**src/rtl/trig_pulse_shaper.sv**
```systemverilog
// Trigger pulse shaper: synchronizes the muxed trigger, detects rising edges and emits one
// fixed-length pulse per accepted edge, followed by a programmable dead time. Saturating counters track accepts and vetoes.
module trig_pulse_shaper #(
  parameter int SYNC_STAGES = 2,
  parameter int LEN_BITS    = 8,
  parameter int COUNT_BITS  = 16
) (
  input  logic                  clk,
  input  logic                  rst,
  input  logic                  trig_in,
  input  logic                  enable,
  input  logic [LEN_BITS-1:0]   pulse_len,
  input  logic [LEN_BITS-1:0]   holdoff_len,
  input  logic                  count_clr,
  output logic                  trig_out,
  output logic                  busy,
  output logic [COUNT_BITS-1:0] trig_count,
  output logic [COUNT_BITS-1:0] veto_count
);

  typedef enum logic [1:0] {
    S_IDLE    = 2'd0,
    S_PULSE   = 2'd1,
    S_HOLDOFF = 2'd2
  } state_t;

  state_t                r_state;
  state_t                w_state_nxt;
  logic [SYNC_STAGES-1:0] r_sync;
  logic                  r_sync_d;
  logic                  w_sync;
  logic                  w_edge;
  logic                  w_accept;
  logic                  w_veto;
  logic [LEN_BITS-1:0]   r_cnt;
  logic [LEN_BITS-1:0]   w_cnt_nxt;
  logic [LEN_BITS-1:0]   r_ho_q;
  logic [LEN_BITS-1:0]   w_ho_nxt;
  logic                  w_trig_nxt;
  logic                  w_busy_nxt;

  // A zero pulse length still produces a one-cycle pulse.
  function automatic logic [LEN_BITS-1:0] pulse_load(input logic [LEN_BITS-1:0] len);
    if (len == '0) begin
      return '0;
    end
    return len - LEN_BITS'(1);
  endfunction

  function automatic logic [COUNT_BITS-1:0] sat_inc(input logic [COUNT_BITS-1:0] val);
    if (val == '1) begin
      return val;
    end
    return val + COUNT_BITS'(1);
  endfunction

  // Stage 0: synchronizer and edge detect. Reset to ones so a level held through reset is not an edge.
  always_ff @(posedge clk) begin
    if (rst) begin
      r_sync   <= '1;
      r_sync_d <= 1'b1;
    end else begin
      r_sync   <= {r_sync[SYNC_STAGES-2:0], trig_in};
      r_sync_d <= w_sync;
    end
  end

  assign w_sync   = r_sync[SYNC_STAGES-1];
  assign w_edge   = w_sync & ~r_sync_d;
  assign w_accept = w_edge & enable & (r_state == S_IDLE);
  assign w_veto   = w_edge & enable & (r_state != S_IDLE);

  // Stage 1: FSM state register, dead-time counter and registered outputs.
  always_ff @(posedge clk) begin
    if (rst) begin
      r_state  <= S_IDLE;
      r_cnt    <= '0;
      r_ho_q   <= '0;
      trig_out <= 1'b0;
      busy     <= 1'b0;
    end else begin
      r_state  <= w_state_nxt;
      r_cnt    <= w_cnt_nxt;
      r_ho_q   <= w_ho_nxt;
      trig_out <= w_trig_nxt;
      busy     <= w_busy_nxt;
    end
  end

  always_comb begin
    w_state_nxt = r_state;
    w_cnt_nxt   = r_cnt;
    w_ho_nxt    = r_ho_q;
    case (r_state)
      S_IDLE: begin
        if (w_accept) begin
          w_state_nxt = S_PULSE;
          w_cnt_nxt   = pulse_load(pulse_len);
          w_ho_nxt    = holdoff_len;
        end
      end
      S_PULSE: begin
        if (r_cnt == '0) begin
          if (r_ho_q == '0) begin
            w_state_nxt = S_IDLE;
          end else begin
            w_state_nxt = S_HOLDOFF;
            w_cnt_nxt   = r_ho_q - LEN_BITS'(1);
          end
        end else begin
          w_cnt_nxt = r_cnt - LEN_BITS'(1);
        end
      end
      S_HOLDOFF: begin
        if (r_cnt == '0) begin
          w_state_nxt = S_IDLE;
        end else begin
          w_cnt_nxt = r_cnt - LEN_BITS'(1);
        end
      end
      default: begin
        w_state_nxt = S_IDLE;
        w_cnt_nxt   = '0;
      end
    endcase
  end

  // Outputs are decoded from the next state so they rise on the accepting edge.
  always_comb begin
    w_trig_nxt = (w_state_nxt == S_PULSE);
    w_busy_nxt = (w_state_nxt != S_IDLE);
  end

  // Stage 2: slow-control counters; clear beats a same-cycle increment.
  always_ff @(posedge clk) begin
    if (rst || count_clr) begin
      trig_count <= '0;
      veto_count <= '0;
    end else begin
      if (w_accept) begin
        trig_count <= sat_inc(trig_count);
      end
      if (w_veto) begin
        veto_count <= sat_inc(veto_count);
      end
    end
  end

endmodule

```
**config.mk**
```make
export PLATFORM = sky130hd
export DESIGN_NAME = trig_pulse_shaper
export DESIGN_NICKNAME = d
export VERILOG_FILES = /design/src/rtl/trig_pulse_shaper.sv
export SDC_FILE = /design/constraint.sdc
export NUM_CORES = 1
export LEC_CHECK = 0
export ABC_AREA = 1
export CAP_MARGIN = 20
export CORE_UTILIZATION = 55
export CTS_BUF_LIST = sky130_fd_sc_hd__clkbuf_4
export CTS_CLUSTER_DIAMETER = 40
export CTS_CLUSTER_SIZE = 25
export DETAILED_ROUTE_END_ITERATION = 10
export PLACE_DENSITY = 0.92
export SLEW_MARGIN = 20
export SYNTH_ARGS = -nofsm -noshare
export SYNTH_HDL_FRONTEND = slang
export SYNTH_SLANG_ARGS = --single-unit
```
**constraint.sdc**
```tcl
create_clock -name clk -period 3.25 [get_ports clk]
set_input_delay 0.4875 -clock clk [delete_from_list [all_inputs] [get_ports clk]]
set_output_delay 0.4875 -clock clk [all_outputs]
set_load 0.01 [all_outputs]
```
Yosys cells after proc, flatten, opt, wreduce, memory -nomap -nowiden
Cells that the tools add are included.

Bitwise operators: 5. Mux-type cells: 23. Add/subtract/negate cells: 5. Reductions and logical operators: 11. Eq/ne operators: 10.

Operator list (number): 8-bit two-way mux (6); 16-bit by 1-bit adder with 16-bit output (second input constant) (2); 16-bit == test (second input constant) (2); 16-bit two-way mux (2); 8-bit zero test (3); 8-bit case mux with 3 select lines (1); 8-bit by 1-bit subtractor with 8-bit output (second input constant) (3); 1-bit two-way mux (9); 2-bit two-way mux (4); 2-bit inequality test (second input constant) (4); 2-bit case mux with 3 select lines (1); 2-bit AND reduction (3); 1-bit AND (4); 2-bit by 1-bit == test with 1-bit output (second input constant) (2); 2-bit nonzero test (2); 3-bit inequality test (second input constant) (1); 3-bit AND reduction (1); 2-bit == test (second input constant) (1); 2-bit zero test (1); 1-bit logical OR (1); 1-bit NOT (1).

Input port bits: 21. Output and inout port bits: 34. Logic and storage cells: 63. Bits in registers: 55.

Longest topological paths before layout
Depth in word-level cells: 9. Mapped depth: 12. Depth with buffers taken out: 11.

Worst setup path after synthesis
OpenSTA, ideal clock, no wires.

Kind: register to register. From: reg trig_count[1]. To: reg trig_count[14]. Path slack: 1702 ps. Path buffers: 1. Cell stages (with the launch flop): 10. Clock period less this slack: 1548 ps. Arrival time: 1433 ps. Setup time: 115 ps. Data required time: 3135 ps. Cells stage by stage: dfxtp_1 -> ha_1 -> nand3_1 -> nor3_4 -> nand2_1 -> nand2_1 -> nand2_2 -> buf_6 -> a31oi_1 -> nor2_1.

Cells in the longest elaborated chain, start to end: 6. Elaborated cells on any way between the ends: 8. Classes of those cells: add/sub (1); eq/ne (2); mux (4); reduce/logical (1).

RTL lines: start: declaration (RTL line 17) `output logic [COUNT_BITS-1:0] trig_count,`; start signal: assignment (RTL line 141) `trig_count <= sat_inc(trig_count);`; 16-bit == test (RTL line 51) `if (val == '1) begin`; 1-bit two-way mux (RTL line 51); 1-bit two-way mux (RTL line 140) `if (w_accept) begin`; 1-bit two-way mux (RTL line 136) `if (rst || count_clr) begin`; 2-bit inequality test (no line); 2-bit AND reduction (no line).

Several ways; a longest one is shown, not always the timed one. The select of a mux whose other input is x is not followed. A chain may end at the register's enable or synchronous reset.

Worst setup path in the final report
From: reg veto_count[0]. To: reg veto_count[12].

Cells in the longest elaborated chain, start to end: 6. Elaborated cells on any way between the ends: 8. Classes of those cells: add/sub (1); eq/ne (2); mux (4); reduce/logical (1).

RTL lines: start: declaration (RTL line 18) `output logic [COUNT_BITS-1:0] veto_count`; start signal: assignment (RTL line 144) `veto_count <= sat_inc(veto_count);`; 16-bit == test (RTL line 51); 1-bit two-way mux (RTL line 51); 1-bit two-way mux (RTL line 143) `if (w_veto) begin`; 1-bit two-way mux (RTL line 136); 2-bit inequality test (no line); 2-bit AND reduction (no line).

Several ways; a longest one is shown, not always the timed one. The select of a mux whose other input is x is not followed.

==> run metrics <==
commonest cells after routing, fill and taps aside=nand2_1 (112), nor2_1 (67), inv_1 (61); PwrDens=329 nW/um^2; grt total ovfl=0; Min Hold Slack=449 ps; critical path capture point type=flip-flop; CP required=3560 ps; Vias=3319; DP HPWL=5830 um; Synth Register Bits=55; overall power=1300 uW; port buffer count=54; slew margin rel.=62.5%; Num CTS Buffers=5; total of max-cap violations=0; Max Root-Sink Buffers=2; Setup Skew=16.0 ps; Hold Fails Final Rpt=0; largest net degree at the start of global routing=23; Yosys warning count=0; clock root buffer=clkbuf_4; R2R Path End=veto_count[12]$_SDFFE_PP0P_; Initial DRC Count=189; syn avg cell area=6.69 sq um; Peak supply drop=300 uV; row cnt=27; die width=79.2 um; first-pass iteration count of the detailed router=5; Total GRT Usage=26.5%; Worst EP arrival=2400 ps; minimum clock period=2090 ps; number of setup buffers added after CTS=0; fin util=70.2%; Syn-to-layout area delta=20.7%; WS Path Type=flip-flop to flip-flop; Mapped Cells=490; vias in the first global route=3214; CP Cell Sequence=ha_1 > nand2_1 > inv_1 > nand2_2 > nor2_2 > nand3_1 > nand2_2 > inv_1 > a21oi_1 > nor2_1; Worst-Skew Late Latency=390 ps; Leak=0.00150 uW; clk slew on worst S/H paths=170 ps; RePlAce Congestion=0.902; Ports=55; Final Cycle Share=64.2%; crit-path max cell delay=460 ps; layout cell share with drive strength beyond 1=8.46%; setup TNS=0 ps; Yosys cell types=39; WL/cell=12.6 um; status=complete, no violations; Crit-path slowest cell=dfxtp_1; Cell Area, Synth=3280 sq um; remaining antenna violation count=0; # setup viols final=0; global-route wire length before repair=13300 um; final-report max-slew violation count=0; register area share after synthesis=33.6%; die area=6280 sq um; Worst Hold Depth=2; R2R cell count=10; commonest non-fill, non-tap cell in the layout=nand2_1; antenna violations before repair=0; CTS tree=yes; drt drc=0; post_cts resized=0; RSZ-0062 raised after global routing=no; Via density=5.39; final net count=572; Initial Util=58.1%; DIE HEIGHT=79.2 um; clock sinks=55; Hold Path Class=flip-flop to flip-flop; FILL cells=451; post-synth net total=519; CTS H-Tree Depth=2; CP startpoint kind=flip-flop; slew at the pin closest to its max-slew limit=561 ps; R2R Setup Slk=1160 ps; routed wire length=7740 um; CTS hold repair buffers=0; area of the core=5640 sq um; FMAX=479 MHz; Hold EP=r_sync_d$_SDFF_PP1_; HP Start=r_sync[1]$_SDFF_PP1_; ANT cells=0; Crit Path Max Fanout=22; worst r2r src=veto_count[0]$_SDFFE_PP0P_
[power by group]
group | internal [uW] | switching (uW) | total (uW)
clock | 245 | 237 | 482
combinational | 57.8 | 76.3 | 134
sequential | 681 | 4.81 | 686
total | 984 | 318 | 1300
[synth_stat cells (all sizes together)]
cell	count	share of area [%]
a21oi	29	4.5
a22oi	1	0.23
a31oi	2	0.38
and3	1	0.19
buf	7	1.8
clkbuf	2	0.23
dfxtp	55	34
ha	8	3.1
inv	65	7.5
nand2	121	15
nand3	39	6.3
nand3b	1	0.23
nand4	4	0.95
nor2	77	11
nor3	25	4.9
nor3b	2	0.46
o21ai	28	4.3
o21bai	2	0.57
o31ai	1	0.23
or2	5	0.95
xnor2	3	0.80
xor2	12	3.2
[cells by family after synthesis]
kind of cell,share of synthesized area (%)
AO/OA/AOI/OAI,10.2
flip-flops,33.6
XOR/XNOR,4.01
adder cells (fa/ha/maj),3.05
buffers and inverters,9.58
AND/OR/NAND/NOR,39.6
[registers in the layout, summed over array words and instances (netlist names)]
register	flops
r_ho_q	8
r_sync_d	1
r_cnt	8
trig_count	16
r_sync	2
r_state	2
trig_out	1
busy	1
veto_count	16
[worst max-delay path, delay by kind of cell (launching register included)]
family / cells / cell delay, ps
and+or+nand+nor: 6 / 820
adders and majority gates: 1 / 240
DFF: 1 / 460
buffers and inverters: 2 / 330
AOI/OAI and AO/OA: 1 / 170
[how the worst max path moves through the flow]
| stage | start | to | slack [ps] | cells after the start |
|---|---|---|---|---|
| floorplan | trig_count[1]$_SDFFE_PP0P_ | trig_count[14]$_SDFFE_PP0P_ | 1700 | 9 |
| global placement | pulse_len[0] | r_cnt[4]$_SDFFE_PP0P_ | 1100 | 10 |
| detailed placement | rst | trig_count[7]$_SDFFE_PP0P_ | 1010 | 4 |
| CTS | veto_count[0]$_SDFFE_PP0P_ | veto_count[12]$_SDFFE_PP0P_ | 1210 | 10 |
| global route | veto_count[0]$_SDFFE_PP0P_ | veto_count[12]$_SDFFE_PP0P_ | 940 | 10 |
| finish | veto_count[0]$_SDFFE_PP0P_ | veto_count[12]$_SDFFE_PP0P_ | 1160 | 10 |
[layout make-up]
class                   count  area [sq um]  area share [%]
multi-input cells         361          1860            47.1
flip-flops and latches     55          1100            27.8
repair buffers             55           548            13.8
inverters                  65           246            6.23
well taps                  72          90.1            2.28
clock inverters             3          71.3            1.80
clock buffers               5          37.5           0.948
[stage by stage]
stage                     area, sq um  instances  setup slack (ps)
after floorplan                  3280        490              1700
after global placement           3850        608              1100
after detailed placement         3850        608              1010
after CTS                        3960        616              1210
after global routing             3960        616               943
final                            3960        616              1160
[layer usage]
layer | global-route usage, % | share of wire [%]
met1 | 30.8 | 43
met3 | 5.17 | 5.0
met2 | 47.2 | 51
met4 | 11.3 | 1.7
met5 | 0 | 0
Power figures use the tool's default switching activity.
